<file path="config.mk">
export PLATFORM = sky130hd
export DESIGN_NAME = dm_arbiter
export DESIGN_NICKNAME = d
export VERILOG_FILES = /design/src/rtl/dm_arb_pkg.sv /design/src/rtl/rr_picker.sv /design/src/rtl/dm_arbiter.sv
export SDC_FILE = /design/constraint.sdc
export NUM_CORES = 1
export LEC_CHECK = 0
export BUFFER_PORTS_ARGS = -buffer_cell sky130_fd_sc_hd__buf_4
export CORE_MARGIN = 4
export CORE_UTILIZATION = 38
export DETAILED_ROUTE_END_ITERATION = 16
export GPL_TIMING_DRIVEN = 0
export PLACE_DENSITY = 0.83
export SLEW_MARGIN = 20
export SYNTH_ARGS = -nofsm -noshare
export SYNTH_HDL_FRONTEND = slang
export SYNTH_SLANG_ARGS = --single-unit
</file>
<file path="constraint.sdc">
create_clock -name clk -period 1.55 [get_ports clk]
set_input_delay 0.0775 -clock clk [delete_from_list [all_inputs] [get_ports clk]]
set_output_delay 0.0775 -clock clk [all_outputs]
set_load 0.005 [all_outputs]
</file>
<file path="src/rtl/dm_arb_pkg.sv">
// Shared constants for the data-memory arbiter: status encoding and requester-ID sizing.
package dm_arb_pkg;

  localparam logic [1:0] ST_COM_WR = 2'b00;
  localparam logic [1:0] ST_CORE   = 2'b01;
  localparam logic [1:0] ST_COM_RD = 2'b10;
  localparam logic [1:0] ST_IDLE   = 2'b11;

  // ID 0 is the com block, IDs 1..n_cores are the cores.
  function automatic int req_id_w(input int n_cores);
    return $clog2(n_cores + 1);
  endfunction

endpackage

</file>
<file path="src/rtl/rr_picker.sv">
// Combinational round-robin picker: one-hot grant to the first requester at or after ptr.
module rr_picker #(
  parameter int N     = 2,
  parameter int PTR_W = 1
) (
  input  logic [N-1:0]     req,
  input  logic [PTR_W-1:0] ptr,
  output logic [N-1:0]     gnt
);

  logic [N-1:0] rot_req;
  logic [N-1:0] rot_gnt;

  // Rotate so ptr sits at bit 0, isolate the lowest set bit, rotate back.
  always_comb begin
    rot_req = N'({req, req} >> ptr);
    rot_gnt = rot_req & (~rot_req + N'(1));
    gnt     = N'(({rot_gnt, rot_gnt} << ptr) >> N);
  end

endmodule

</file>
<file path="src/rtl/dm_arbiter.sv">
// Dynamic arbiter sharing the single-port DM between com and N cores; com has priority.
// Optional macro DM_ARB_STARVE_GUARD_EN bounds consecutive com grants while a core waits.
module dm_arbiter
  import dm_arb_pkg::*;
#(
  parameter int N_CORES       = 2,
  parameter int ADDR_W        = 16,
  parameter int DATA_W        = 16,
  parameter int MAX_COM_BURST = 8
) (
  input  logic                        clk,
  input  logic                        rst,
  input  logic                        com_req,
  input  logic                        com_wr_en,
  input  logic [ADDR_W-1:0]           com_addr,
  input  logic [DATA_W-1:0]           com_data_in,
  output logic                        com_gnt,
  output logic                        com_rvalid,
  output logic [DATA_W-1:0]           com_data_out,
  input  logic [N_CORES-1:0]          core_req,
  input  logic [N_CORES-1:0]          core_wr_en,
  input  logic [N_CORES*ADDR_W-1:0]   core_addr,
  input  logic [N_CORES*DATA_W-1:0]   core_data_in,
  output logic [N_CORES-1:0]          core_gnt,
  output logic [N_CORES-1:0]          core_rvalid,
  output logic [DATA_W-1:0]           core_data_out,
  output logic [ADDR_W-1:0]           DM_addr,
  output logic [DATA_W-1:0]           DM_data_in,
  output logic                        DM_write_en,
  input  logic [DATA_W-1:0]           DM_out,
  output logic [1:0]                  status
);

  localparam int PTR_W = (N_CORES > 1) ? $clog2(N_CORES) : 1;
  localparam int ID_W  = req_id_w(N_CORES);

  if (N_CORES < 2 || N_CORES > 8 || MAX_COM_BURST < 1) begin : g_cfg_err
    $error("dm_arbiter: unsupported N_CORES or MAX_COM_BURST");
  end

  logic [PTR_W-1:0]   rr_ptr;
  logic [PTR_W-1:0]   rr_ptr_nxt;
  logic [PTR_W-1:0]   gnt_idx_p0;
  logic [N_CORES-1:0] rr_gnt;
  logic               any_core_req;
  logic               starve_force;
  logic               com_gnt_p0;
  logic [N_CORES-1:0] core_gnt_p0;
  logic               rd_vld_p0;
  logic [ID_W-1:0]    rd_id_p0;
  logic               rd_vld_p1;
  logic [ID_W-1:0]    rd_id_p1;
  logic [1:0]         status_q;
  logic [1:0]         status_nxt;
  logic [DATA_W-1:0]  com_hold;
  logic [DATA_W-1:0]  core_hold;

  assign any_core_req = |core_req;

  rr_picker #(.N(N_CORES), .PTR_W(PTR_W)) u_rr_picker (
    .req (core_req),
    .ptr (rr_ptr),
    .gnt (rr_gnt)
  );

`ifdef DM_ARB_STARVE_GUARD_EN
  localparam int CNT_W = $clog2(MAX_COM_BURST + 1);
  logic [CNT_W-1:0] burst_cnt;

  assign starve_force = any_core_req && (burst_cnt == CNT_W'(MAX_COM_BURST));

  always_ff @(posedge clk) begin
    if (rst || !any_core_req) begin
      burst_cnt <= '0;
    end else if (|core_gnt_p0) begin
      burst_cnt <= '0;
    end else if (com_gnt_p0 && !starve_force) begin
      burst_cnt <= burst_cnt + CNT_W'(1);
    end
  end
`else
  assign starve_force = 1'b0;
`endif

  // Stage p0: grant decision and combinational DM drive
  always_comb begin
    com_gnt_p0  = 1'b0;
    core_gnt_p0 = '0;
    if (!rst) begin
      if (com_req && !starve_force) begin
        com_gnt_p0 = 1'b1;
      end else begin
        core_gnt_p0 = rr_gnt;
      end
    end
  end

  always_comb begin
    DM_addr     = '0;
    DM_data_in  = '0;
    DM_write_en = 1'b0;
    gnt_idx_p0  = '0;
    rd_id_p0    = '0;
    if (com_gnt_p0) begin
      DM_addr     = com_addr;
      DM_data_in  = com_data_in;
      DM_write_en = com_wr_en;
    end
    for (int i = 0; i < N_CORES; i++) begin
      if (core_gnt_p0[i]) begin
        DM_addr     = core_addr[i*ADDR_W +: ADDR_W];
        DM_data_in  = core_data_in[i*DATA_W +: DATA_W];
        DM_write_en = core_wr_en[i];
        gnt_idx_p0  = PTR_W'(i);
        rd_id_p0    = ID_W'(i + 1);
      end
    end
  end

  assign rd_vld_p0  = (com_gnt_p0 || (|core_gnt_p0)) && !DM_write_en;
  assign rr_ptr_nxt = (gnt_idx_p0 == PTR_W'(N_CORES - 1)) ? '0 : gnt_idx_p0 + PTR_W'(1);

  always_comb begin
    status_nxt = ST_IDLE;
    if (com_gnt_p0) begin
      status_nxt = com_wr_en ? ST_COM_WR : ST_COM_RD;
    end else if (|core_gnt_p0) begin
      status_nxt = ST_CORE;
    end
  end

  // Stage p1: DM read data returns; route it to the requester that issued the read
  always_ff @(posedge clk) begin
    if (rst) begin
      rr_ptr    <= '0;
      rd_vld_p1 <= 1'b0;
      status_q  <= ST_IDLE;
      com_hold  <= '0;
      core_hold <= '0;
    end else begin
      if (|core_gnt_p0) begin
        rr_ptr <= rr_ptr_nxt;
      end
      rd_vld_p1 <= rd_vld_p0;
      status_q  <= status_nxt;
      if (com_rvalid) begin
        com_hold <= DM_out;
      end
      if (|core_rvalid) begin
        core_hold <= DM_out;
      end
    end
  end

  always_ff @(posedge clk) begin
    rd_id_p1 <= rd_id_p0;
  end

  always_comb begin
    core_rvalid = '0;
    for (int i = 0; i < N_CORES; i++) begin
      core_rvalid[i] = !rst && rd_vld_p1 && (rd_id_p1 == ID_W'(i + 1));
    end
  end

  // Reset forces every output to its idle value even before the first edge lands.
  assign com_rvalid    = !rst && rd_vld_p1 && (rd_id_p1 == '0);
  assign com_data_out  = rst ? '0 : (com_rvalid ? DM_out : com_hold);
  assign core_data_out = rst ? '0 : ((|core_rvalid) ? DM_out : core_hold);
  assign com_gnt       = com_gnt_p0;
  assign core_gnt      = core_gnt_p0;
  assign status        = rst ? ST_IDLE : status_q;

endmodule

</file>
== Word-level counts from Yosys, hierarchy flattened ==
Index checks and enable logic that the tools add are counted.
Operators by class
  $add $sub $neg: 2
  $mul: 0
  div/mod/pow operators: 0
  order comparisons: 0
  equality and inequality tests: 2
  shift operators: 2
  mux-type cells: 24
  bitwise logic cells: 2
  reductions and logical operators: 11
Operators with widths (count)
  $mux W16: 10
  $mux W2: 6
  $mux W1: 8
  $logic_and A1 B1 Y1: 5
  $reduce_or A2 Y1: 2
  $shl A4 B1 Y4: 1
  $shr A4 B1 Y2: 1
  $add A2 B1 Y2 const B: 1
  $and A2 B2 Y2: 1
  $eq A2 B1 Y1 const B: 1
  $eq A2 B2 Y1 const B: 1
  $logic_not A1 Y1: 2
  $logic_not A2 Y1: 1
  $not A2 Y2: 1
  $add A1 B1 Y1 const B: 1
  $logic_or A1 B1 Y1: 1
Storage, ports and cells
  register bits after elaboration: 38
  latch bits: 0
  RAM bits: 0
  memory bits (read-only): 0
  input port bits: 120
  output and inout bits: 73
  logic and storage cells: 49
  memories kept: 0

== Depth between registers and ports, before layout ==
Gate-level depths: netlist (run 1).
  word-level depth: 11
  gate-level depth with buffers: 7
  mapped depth without buffers: 4

== Cells and area by module ==
A second synthesis (run 1) with hierarchy kept.
Second synthesis, totals
  cells, all modules: 253
  area, all modules: 2109.5 µm²
Modules (own cells, without submodules)
  dm_arbiter: times used 1, cells each 250, area each 2090.8 µm², sequential area each 760.7 µm²
  rr_picker: times used 1, cells each 3, area each 18.8 µm², sequential area each 0.0 µm²

== Worst setup path after synthesis (run 1) ==
OpenSTA, ideal clock, no wires.
  path kind: register -> register
  start: register rd_vld_p1
  end: register com_hold[10]
  library setup time: 78 ps
  arrival: 1378 ps
  path slack: 94 ps
  cell stages (with the launch flop): 8
  path buffers: 3
  period minus slack after synthesis: 1456 ps
  cell sequence: dfxtp_1 -> buf_4 -> or4b_1 -> buf_4 -> clkinv_4 -> buf_8 -> nand2_1 -> a21oi_2
On the way
  longest elaborated chain between the ends: 4
Ends and longest elaborated chain
  start, declared: line dm_arbiter.sv:51  | logic rd_vld_p1;
  start signal, assigned: line dm_arbiter.sv:144  | rd_vld_p1 <= rd_vld_p0;
  $logic_and A1 B1 Y1 (2 in series): line dm_arbiter.sv:167  | assign com_rvalid = !rst && rd_vld_p1 && (rd_id_p1 == '0);
  net com_rvalid: line dm_arbiter.sv:18  | output logic com_rvalid,
  $mux W16 (2 in series)
  net com_data_out[10]: line dm_arbiter.sv:19  | output logic [DATA_W-1:0] com_data_out,
  end signal, assigned: line dm_arbiter.sv:147  | com_hold <= DM_out;
  end, declared: line dm_arbiter.sv:55  | logic [DATA_W-1:0] com_hold;
The timed path passes the listed nets, and every way through them passes these cells.
A chain may end at the register's enable or synchronous reset.

== Worst setup path after layout (run 1) ==
  start: register rd_id_p1[1]
  end: output com_data_out[12]
On the way
  longest elaborated chain between the ends: 4
Ends and longest elaborated chain
  start, declared: line dm_arbiter.sv:52  | logic [ID_W-1:0] rd_id_p1;
  start signal, assigned: line dm_arbiter.sv:156  | rd_id_p1 <= rd_id_p0;
  $logic_not A2 Y1: line dm_arbiter.sv:167
  $logic_and A1 B1 Y1: line dm_arbiter.sv:167
  $mux W16 (2 in series)
  end, declared: line dm_arbiter.sv:19
Every way passes these cells.

==> metrics.log, run 1 <==
INFO  metric layout_commonest_cell = sky130_fd_sc_hd__buf_4
INFO  metric drt_wl_total = around 11,000 um
INFO  metric critPathMaxStageDelay = 0.60 ns
INFO  metric floorplan.die_area = roughly 6900 um^2
INFO  metric whs_endpoint = status_q[1]$_SDFF_PP1_
INFO  metric die_span_in_y = approximately 83 um
INFO  metric seqCellArea = about 760 um^2
INFO  metric seq_power_share = 37.2%
INFO  metric detail_route.drc_violations = 0
INFO  metric combined_area_of_the_multi_input_logic_cells = ~1400 um^2
INFO  metric clk_latency = roughly 0.29 ns
INFO  metric path_class = reg -> out
INFO  metric critical_path_arrival = between 1.5 and 2 ns
INFO  metric grt_pass1_vias = roughly 3,100
INFO  metric clock_power_share = 30.2%
INFO  metric clkSinkCount = 38
INFO  metric yosysWarnings = 0
INFO  metric rsz0062_at_grt = true
INFO  metric initial_core_util = 39.1%
INFO  metric maxCapViolations = 0
INFO  metric hold_path_startpoint = core_req[1]
INFO  metric period_needed = ~1.9 ns
INFO  metric clock_tree_from_tritoncts = built
INFO  metric finalWeightedCongestion = 0.867
INFO  metric placement.io_buffers = roughly 190
INFO  metric critPathCaptureType = output port
INFO  metric fp-row-count = 27
INFO  metric holdPathStages = 2
INFO  metric crit_path_cell_trace = or4b_4 > clkinv_8 > buf_8 > nand2_2 > a21oi_2 > buf_4
INFO  metric critical_path_peak_fanout = 5
INFO  metric r2r_start = rd_id_p1[1]$_SDFF_PP1_
INFO  metric grt_max_degree = 13
INFO  metric timing.rr.end = com_hold[11]$_DFF_P_
INFO  metric clock_path_buffers = 2
INFO  metric finish.instance_area = around 4400 um^2
INFO  metric comb_power_share = 32.6%
INFO  metric cts.root.buffer_cell = sky130_fd_sc_hd__clkbuf_8
INFO  metric mappedNetlistArea = approximately 2200 um^2
INFO  metric report.final.setup_viol = between 60 and 70
INFO  metric violations = setup timing
INFO  metric slew_viol_final = 0
INFO  metric num_io_pins = 193
INFO  metric grt.overflow.total = 0
INFO  metric nFillCells = between 300 and 400
INFO  metric drt_first_pass_iters = 4
INFO  metric hpwlAfterDp = ~7300 um
INFO  metric yosysUniqueCellTypes = 26
INFO  metric route.antenna.remaining_nets = 0
INFO  metric worst_hold_slack = ~0.025 ns
INFO  metric drive_gt1_share = around 64%
INFO  metric drt_iter0_markers = roughly 140
INFO  metric p_sw = 0.730 mW
INFO  metric post_dp_cell_area = approximately 3700 um^2
INFO  metric die_w = roughly 83 um
INFO  metric reg2regPathDepth = 5
INFO  metric clock_skew = 0.00813 ns
INFO  metric layout_setup_ws = -0.345 ns
INFO  metric outcome = finished with violations
INFO  metric max-slew-margin-rel = about 66%
INFO  metric clkTransAtPathRegs = 0.08 ns
INFO  metric synthCells = 252
INFO  metric core = roughly 5500 um^2
INFO  metric mappedNetlistNets = between 300 and 400
INFO  metric kind_of_start_point_of_the_critical_path = register
INFO  metric finalSetupTns = -11.91 ns
INFO  metric finish.utilization = around 81%
INFO  metric crit_path_top_delay_cell = sky130_fd_sc_hd__or4b_4
INFO  metric grt_first_pass_wirelength = approximately 15,000 um
INFO  metric seq_area_frac_synth = a little over a third
INFO  metric critical_path_required = 1.47 ns
INFO  metric cts-buffers-inserted = 5
INFO  metric fmax = approximately 0.53 GHz
INFO  metric h-tree-depth = 2
INFO  metric diodes = 0
INFO  metric via_per_inst = between 5 and 6
INFO  metric antenna_found_initial = 0
INFO  metric worstMarginPinSlew = 0.505 ns
INFO  metric power.leakage = 2.13 nW
INFO  metric power.ir.vdd_worst = approximately 0.0005 V
INFO  metric power = approximately 2.8 mW
INFO  metric pwr_density_cell = roughly 620 nW/um^2
INFO  metric synth.avg_cell_area = 8.54 um^2
INFO  metric internal-power = ~2.0 mW
INFO  metric global_route.usage.total = about 27%
INFO  metric regToRegSetupSlack = -0.05 ns
INFO  metric wire_per_inst = approximately 19 um
INFO  metric finalCritPeriodShare = 122%
INFO  metric power.share.switching = 26.5%
INFO  metric report.final.hold_viol_count = 0
INFO  metric ys_ff_latch = 38
INFO  metric commonest_cells_after_routing_fill_and_taps_aside = sky130_fd_sc_hd__buf_4 (191), sky130_fd_sc_hd__dfxtp_1 (35), sky130_fd_sc_hd__and2_1 (33), sky130_fd_sc_hd__a221o_1 (33), sky130_fd_sc_hd__buf_6 (31)
INFO  metric nets = ~600
INFO  metric route.vias.total = just under 3,000
INFO  metric area_growth = 107%
INFO  metric hp_class = in -> reg
## power groups by stage
stage / Sequential (mW) / Combinational, mW / Clock, mW
floorplan: 1.04 / 0.260 / 0
global placement: 1.04 / 0.695 / 0
detailed placement: 1.04 / 0.709 / 0
CTS: 1.02 / 0.831 / 0.835
global route: 1.03 / 0.953 / 0.890
finish: 1.02 / 0.899 / 0.834
## what timing repair did
item / 4_1_cts / 5_1_grt
pin swaps: 16 / 20
cloned: 7 / 2
setup endpoints to repair: 79 / 78
hold buffers: 1 / 0
hold endpoints to repair: 1 / 0
resized for setup: 75 / 42
buffers inserted: 14 / 8
## registers in the layout (all words and copies together) (netlist names)
signal / cells
rd_vld_p1: 1
com_hold: 16
rd_id_p1: 2
status_q: 2
rr_ptr: 1
core_hold: 16
## cell type report
class	instances	area share, %
Tap cell	72	2.03
Multi-Input combinational cell	170	30.6
Sequential cell	38	17.2
Inverter	20	1.97
Buffer	21	4.22
Clock buffer	5	1.55
Timing Repair Buffer	222	41.5
Clock inverter	3	0.900
## per-layer routing
metal | up-vias | routed length, um | global-route usage [%]
li1 | 1374 | - | -
met1 | 1366 | 3570 | 26.5
met2 | 165 | 5740 | 51.2
met3 | 25 | 1130 | 11.2
met4 | 0 | 267 | 7.88
met5 | - | 0 | 0
## stage by stage
| step | setup slack [ns] | instances |
|---|---|---|
| finish | -0.345 | 551 |
| global route | -0.424 | 551 |
| CTS | -0.354 | 544 |
| detailed placement | -0.182 | 516 |
| global placement | -0.152 | 516 |
| floorplan | 0.0938 | 252 |
## how the worst max path moves through the flow
stage / depth (start not counted) / from / end / slack, ns
floorplan: 7 / rd_vld_p1$_SDFF_PP0_ / com_hold[10]$_DFF_P_ / 0.09
global placement: 8 / rd_vld_p1$_SDFF_PP0_ / com_data_out[8] / -0.15
detailed placement: 8 / rd_vld_p1$_SDFF_PP0_ / com_data_out[8] / -0.18
CTS: 8 / rd_vld_p1$_SDFF_PP0_ / com_data_out[12] / -0.35
global route: 6 / rd_id_p1[1]$_SDFF_PP1_ / com_data_out[12] / -0.42
finish: 6 / rd_id_p1[1]$_SDFF_PP1_ / com_data_out[12] / -0.35
## cells in the mapped netlist (all sizes together)
master | count | area share [%]
clkbuf | 10 | 1.7
a31o | 16 | 6.5
nor2 | 2 | 0.35
nand2b | 1 | 0.29
a21oi | 17 | 5.5
a21o | 1 | 0.35
xor2 | 1 | 0.41
a211oi | 17 | 5.9
inv | 19 | 3.3
o22ai | 1 | 0.29
nor2b | 3 | 0.87
or4b | 1 | 0.46
clkinv | 1 | 0.41
or2 | 2 | 0.58
and3 | 3 | 0.87
and2 | 33 | 9.6
dfxtp | 38 | 35
o31ai | 1 | 0.35
a221oi | 1 | 0.41
buf | 16 | 4.5
a221o | 33 | 15
and3b | 2 | 0.81
nand2 | 33 | 5.8
## kinds of logic after synthesis
family / count (synthesis) / share of synthesized area (%)
AOI/OAI and AO/OA: 87 / 34.7
xor gates and xnor gates: 1 / 0.407
buffers and inverters: 46 / 9.99
DFF: 38 / 35.3
and+or+nand+nor: 80 / 19.6
## worst max-delay path, delay by kind of cell (launching register included)
kind / cells / cell delay (ns)
AND/OR/NAND/NOR: 2 / 0.66
buffers and inverters: 3 / 0.36
flip-flops: 1 / 0.34
AO/OA/AOI/OAI: 1 / 0.17
(Power assumes the default switching activity.)
==> inputs of run 2 (changes only) <==
--- a/config.mk
+++ b/config.mk
@@ -6,7 +6,6 @@
 export NUM_CORES = 1
 export LEC_CHECK = 0
 export BUFFER_PORTS_ARGS = -buffer_cell sky130_fd_sc_hd__buf_4
-export CORE_MARGIN = 4
 export CORE_UTILIZATION = 38
 export DETAILED_ROUTE_END_ITERATION = 16
 export GPL_TIMING_DRIVEN = 0
==> run 2 against run 1 <==
The run still ends with setup timing left. Clock-buffer cell count up 2. Via count is 3.3% higher. First-iteration DRC count is 21% higher. Critical path type unchanged. Largest power group unchanged.
==> metrics.log, run 2 (same netlist as run 1, synthesis figures left out) <==
INFO  metric detail_route.drc_violations = 0
INFO  metric clkTransAtPathRegs = roughly 0.070 ns
INFO  metric finalNonFillerCells = ~560
INFO  metric route.antenna.remaining_nets = 0
INFO  metric violations = setup timing
INFO  metric combined_area_of_the_multi_input_logic_cells = ~1400 um^2
INFO  metric die_w = about 77 um
INFO  metric period_needed = 1.90 ns
INFO  metric grt.overflow.total = 0
INFO  metric drt_wl_total = around 11,000 um
INFO  metric route.vias.total = 3,026
INFO  metric clock_tree_from_tritoncts = built
INFO  metric grt_max_degree = 12
INFO  metric hp_class = in -> reg
INFO  metric num_io_pins = between 150 and 200
INFO  metric initial_core_util = between 30% and 40%
INFO  metric critical_path_peak_fanout = 5
INFO  metric critical_path_arrival = roughly 1.8 ns
INFO  metric power.leakage = 2.19 nW
INFO  metric clock_skew = 0.0123 ns
INFO  metric maxCapViolations = 0
INFO  metric top_regs = com_hold: 16 flops, core_hold: 16 flops
INFO  metric seqCellArea = between 700 and 800 um^2
INFO  metric h-tree-depth = 2
INFO  metric nFillCells = 330
INFO  metric critPathCaptureType = output port
INFO  metric cts-buffers-inserted = 5
INFO  metric worstMarginPinSlew = roughly 0.49 ns
INFO  metric via_per_inst = about 5.4
INFO  metric diodes = 0
INFO  metric fmax = around 0.53 GHz
INFO  metric max-slew-margin-rel = about two thirds
INFO  metric report.final.setup_viol = 69
INFO  metric path_class = reg -> out
INFO  metric layout_commonest_cell = sky130_fd_sc_hd__buf_4
INFO  metric drt_first_pass_iters = 4
INFO  metric power.ir.vdd_worst = about 0.00043 V
INFO  metric die_span_in_y = approximately 77 um
INFO  metric critical_path_required = roughly 1.5 ns
INFO  metric wire_per_inst = between 15 and 20 um
INFO  metric floorplan.die_area = about 6000 um^2
INFO  metric drive_gt1_share = approximately two thirds
INFO  metric kind_of_start_point_of_the_critical_path = register
INFO  metric area_growth = 111%
INFO  metric numPlacedInstances = roughly 520
INFO  metric finalCritPeriodShare = 123%
INFO  metric pwr_density_cell = 587 nW/um^2
INFO  metric antenna_found_initial = 0
INFO  metric report.final.hold_viol_count = 0
INFO  metric finalWeightedCongestion = 0.809
INFO  metric power = about 2.7 mW
INFO  metric clock_path_buffers = 2
INFO  metric clkSinkCount = 38
INFO  metric global_route.usage.total = between 30% and 40%
INFO  metric grt_first_pass_wirelength = approximately 15,000 um
INFO  metric slew_viol_final = 0
INFO  metric layout_setup_ws = -0.353 ns
INFO  metric drt_iter0_markers = around 170
INFO  metric commonest_cells_after_routing_fill_and_taps_aside = sky130_fd_sc_hd__buf_4 (196), sky130_fd_sc_hd__dfxtp_1 (34), sky130_fd_sc_hd__and2_1 (33), sky130_fd_sc_hd__a221o_1 (33), sky130_fd_sc_hd__buf_6 (31)
INFO  metric nets = 603
INFO  metric rsz0062_at_grt = true
INFO  metric outcome = finished with violations
INFO  metric clk_latency = ~0.30 ns
INFO  metric cts.root.buffer_cell = sky130_fd_sc_hd__clkbuf_8
INFO  metric core = around 5500 um^2
INFO  metric fp-row-count = 27
INFO  metric grt_pass1_vias = slightly below 3,000
INFO  metric placement.io_buffers = about 190
INFO  metric dp_worst_setup_slack = -0.155 ns
INFO  metric hpwlAfterDp = between 6000 and 7000 um
## run 2: changes by cell type in the layout (fill, tap and decap cells not counted), moves of 2 or more
cell / change
sky130_fd_sc_hd__clkbuf_1: +2
sky130_fd_sc_hd__nand2_1: -5
sky130_fd_sc_hd__buf_4: +5
sky130_fd_sc_hd__nand2_4: +5
## run 2: path summary, 6_finish.rpt
path	endpoint	startpoint	slack, ns	cells after the start
setup / recovery	com_data_out[8]	rd_id_p1[0]$_SDFF_PP0_	-0.35	6
setup reg to reg	com_hold[11]$_DFF_P_	rd_id_p1[0]$_SDFF_PP0_	-0.31	8
hold reg to reg	com_hold[6]$_DFF_P_	com_hold[6]$_DFF_P_	0.46	2
hold / removal	status_q[1]$_SDFF_PP1_	core_req[1]	0.003	2
## run 2: through the flow
stage / hold slack (ns) / instance area [um^2] / util [%] / setup TNS, ns
floorplan: 0.169 / 2150 / - / 0
CTS: 0.00304 / 4280 / 78.3 / -12.47
detailed placement: 0.273 / 3680 / 67.3 / -1.96
global placement: 0.273 / 3680 / 67.3 / -1.37
finish: 0.00304 / 4530 / 82.8 / -12.63
global route: 0.0209 / 4530 / 82.8 / -15.51
## run 2: cell type report
type | instances | area share, %
inverters | 20 | 1.93
plain buffers | 21 | 4.39
repair buffers | 228 | 41.8
multi-input cells | 169 | 30.9
clock inverters | 1 | 0.110
clock buffers | 7 | 1.90
flip-flops and latches | 38 | 16.9
well taps | 72 | 1.99
## run 2: routing by layer
metal | vias up | part of all wire [%] | track usage, %
met3 | 31 | 8.4 | 8.69
met2 | 171 | 53 | 57.5
met4 | 0 | 3.0 | 7.17
met1 | 1447 | 36 | 34.6
li1 | 1377 | - | -
met5 | - | 0 | 0
## run 2: worst max-delay path: stages (launching register included)
cell and delay [ns]:
sky130_fd_sc_hd__dfxtp_2 0.35, sky130_fd_sc_hd__or4b_4 0.56, sky130_fd_sc_hd__clkinv_8 0.10, sky130_fd_sc_hd__buf_16 0.13, sky130_fd_sc_hd__nand2_4 0.05, sky130_fd_sc_hd__a21oi_2 0.19, sky130_fd_sc_hd__buf_4 0.14
## run 2: repair_timing
item	4_1_cts	5_1_grt
hold buffers	1	0
cloned	7	2
setup buffers	21	6
endpoints found under the hold margin	1	0
pin swaps	21	36
setup endpoints to repair	78	89
resized for setup	77	54
## run 2: power breakdown
part | total [mW] | switching, mW | internal, mW
Combinational | 0.922 | 0.370 | 0.552
Clock | 0.711 | 0.352 | 0.359
Sequential | 1.03 | 0.0157 | 1.01
==> inputs of run 3 (changes only) <==
--- a/config.mk
+++ b/config.mk
@@ -6,10 +6,10 @@
 export NUM_CORES = 1
 export LEC_CHECK = 0
 export BUFFER_PORTS_ARGS = -buffer_cell sky130_fd_sc_hd__buf_4
-export CORE_UTILIZATION = 38
+export CORE_UTILIZATION = 35
 export DETAILED_ROUTE_END_ITERATION = 16
 export GPL_TIMING_DRIVEN = 0
-export PLACE_DENSITY = 0.83
+export PLACE_DENSITY = 0.78
 export SLEW_MARGIN = 20
 export SYNTH_ARGS = -nofsm -noshare
 export SYNTH_HDL_FRONTEND = slang
==> run 3 against run 2 <==
The run still ends with setup timing left. First-iteration DRC count fell by 49%. Wire length fell by 17%. Sequential cell count did not move. Critical path depth did not move. Register-to-register slack improved by 0.03 ns. Critical path type unchanged. Die area rose by 8.3%. Sequential power barely moved. Utilization fell by 9.3 points. Global-route usage fell by 4.2 points. Highest routed layer unchanged. Critical endpoint is now com_data_out[6]. Worst hold slack improved by 0.022 ns.
==> metrics.log, run 3 (same netlist as run 1, synthesis figures left out) <==
INFO  metric outcome = finished with violations
INFO  metric violations = setup timing
INFO  metric finalCritPeriodShare = 121%
INFO  metric grt_max_degree = 11
INFO  metric numPlacedInstances = approximately 520
INFO  metric report.final.setup_viol = 65
INFO  metric max-slew-margin-rel = around 70%
INFO  metric worstMarginPinSlew = approximately 0.45 ns
INFO  metric antenna_found_initial = 0
INFO  metric kind_of_start_point_of_the_critical_path = register
INFO  metric critPathCaptureType = output port
INFO  metric clkSinkCount = 38
INFO  metric floorplan.die_area = 6470 um^2
INFO  metric grt_pass1_vias = about 2,800
INFO  metric clkTransAtPathRegs = around 0.070 ns
INFO  metric h-tree-depth = 2
INFO  metric diodes = 0
INFO  metric grt_first_pass_wirelength = between 10,000 and 15,000 um
INFO  metric critical_path_peak_fanout = 5
INFO  metric worst_hold_slack = approximately 0.025 ns
INFO  metric layout_setup_ws = -0.319 ns
INFO  metric power.ir.vdd_worst = about 0.00053 V
INFO  metric seqCellArea = between 700 and 800 um^2
INFO  metric detail_route.drc_violations = 0
INFO  metric via_per_inst = 5.10
INFO  metric initial_core_util = a little over a third
INFO  metric drt_wl_total = between 8000 and 9000 um
INFO  metric period_needed = 1.87 ns
INFO  metric rsz0062_at_grt = true
INFO  metric cts.root.buffer_cell = sky130_fd_sc_hd__clkbuf_8
INFO  metric comb_power_share = roughly a third
INFO  metric hp_class = in -> reg
INFO  metric internal-power = between 1.5 and 2 mW
INFO  metric hpwlAfterDp = roughly 6500 um
INFO  metric clock_path_buffers = 2
INFO  metric global_route.usage.total = approximately 27%
INFO  metric drive_gt1_share = between 60% and 70%
INFO  metric p_sw = 0.660 mW
INFO  metric route.antenna.remaining_nets = 0
INFO  metric die_span_in_y = between 80 and 90 um
INFO  metric grt.overflow.total = 0
INFO  metric power.leakage = just over 2 nW
INFO  metric area_growth = 102%
INFO  metric drt_iter0_markers = 88
INFO  metric route.vias.total = 2,812
INFO  metric critical_path_required = approximately 1.5 ns
INFO  metric clk_latency = 0.29 ns
INFO  metric clock_power_share = roughly a quarter
INFO  metric power = around 2.5 mW
INFO  metric die_w = around 80 um
INFO  metric drt_first_pass_iters = 4
INFO  metric slew_viol_final = 0
INFO  metric maxCapViolations = 0
INFO  metric combined_area_of_the_multi_input_logic_cells = 1310 um^2
INFO  metric crit_path_top_delay_cell = sky130_fd_sc_hd__or4b_4
INFO  metric clock_skew = roughly 0.0083 ns
INFO  metric crit_path_cell_trace = or4b_4 > clkinv_8 > buf_8 > nand2_1 > a21oi_2 > buf_4
INFO  metric nFillCells = a little under 500
INFO  metric fp-row-count = 28
INFO  metric num_io_pins = between 150 and 200
INFO  metric finalWeightedCongestion = just over 0.8
INFO  metric report.final.hold_viol_count = 0
INFO  metric finalNonFillerCells = roughly 550
INFO  metric clock_tree_from_tritoncts = built
INFO  metric wire_per_inst = between 15 and 20 um
INFO  metric core = 5920 um^2
INFO  metric path_class = reg -> out
INFO  metric nets = 597
INFO  metric commonest_cells_after_routing_fill_and_taps_aside = sky130_fd_sc_hd__buf_4 (187), sky130_fd_sc_hd__buf_6 (34), sky130_fd_sc_hd__dfxtp_1 (34)
INFO  metric cts-buffers-inserted = 5
INFO  metric seq_power_share = between 40% and 50%
INFO  metric pwr_density_cell = 585 nW/um^2
INFO  metric power.share.switching = 25.9%
INFO  metric critPathMaxStageDelay = between 0.5 and 0.6 ns
INFO  metric top_regs = com_hold: 16 flops, core_hold: 16 flops
INFO  metric fmax = 0.535 GHz
INFO  metric critical_path_arrival = 1.79 ns
INFO  metric placement.io_buffers = ~190
INFO  metric layout_commonest_cell = sky130_fd_sc_hd__buf_4
==> run 3: path summary, 6_finish.rpt <==
kind	start	to	slack [ns]	cells after the start
setup / recovery	rd_id_p1[1]$_SDFF_PP1_	com_data_out[6]	-0.32	6
hold / removal	com_req	status_q[1]$_SDFF_PP1_	0.02	2
setup reg to reg	rd_id_p1[1]$_SDFF_PP1_	com_hold[12]$_DFF_P_	-0.28	8
hold reg to reg	com_hold[4]$_DFF_P_	com_hold[4]$_DFF_P_	0.46	2
==> run 3: cell type report <==
class,count,area share [%]
Multi-Input combinational cell,169,30.0
Inverter,20,2.01
Tap cell,75,2.16
Sequential cell,38,17.6
Timing Repair Buffer,222,42.2
Clock buffer,6,1.90
Buffer,21,4.17
==> run 3: power by group through the flow <==
stage          registers, mW  logic, mW  clock network (mW)
6_report                1.03      0.857               0.665
5_1_grt                 1.03      0.920               0.719
4_1_cts                 1.02      0.831               0.672
3_5_place_dp            1.04      0.700                   0
3_3_place_gp            1.04      0.692                   0
2_1_floorplan           1.04      0.260                   0
==> run 3: critical path: cells and delay by family (launching register included) <==
| kind | cells | cell delay [ns] |
|---|---|---|
| AO/OA/AOI/OAI | 1 | 0.15 |
| AND/OR/NAND/NOR | 2 | 0.66 |
| buffers and inverters | 3 | 0.35 |
| flip-flops | 1 | 0.35 |
==> run 3: per-layer routing <==
metal / share of wire, % / vias up / wire length, um / GRT usage, %
li1: - / 1362 / - / -
met2: 54 / 120 / 4820 / 53.7
met5: 0 / - / 0 / 0
met3: 8.9 / 12 / 786 / 8.18
met1: 35 / 1318 / 3100 / 25.6
met4: 1.8 / 0 / 155 / 8.04
==> run 3: stage by stage <==
step	worst slack, ns	setup TNS [ns]	util [%]	cell area (um^2)
2_1_floorplan	0.0938	0	-	2150
3_3_place_gp	-0.119	-1.38	62.3	3690
3_5_place_dp	-0.169	-2.59	62.3	3690
4_1_cts	-0.332	-11.37	72.1	4270
5_1_grt	-0.354	-12.87	73.5	4350
6_report	-0.319	-9.04	73.5	4350
==> run 3: timing repair <==
action / in CTS / in global routing
setup endpoints to repair: 78 / 77
buffers inserted: 17 / 4
pin swaps: 17 / 15
cloned: 9 / 0
endpoints found under the hold margin: 2 / 0
hold buffers: 2 / 0
resized for setup: 79 / 31
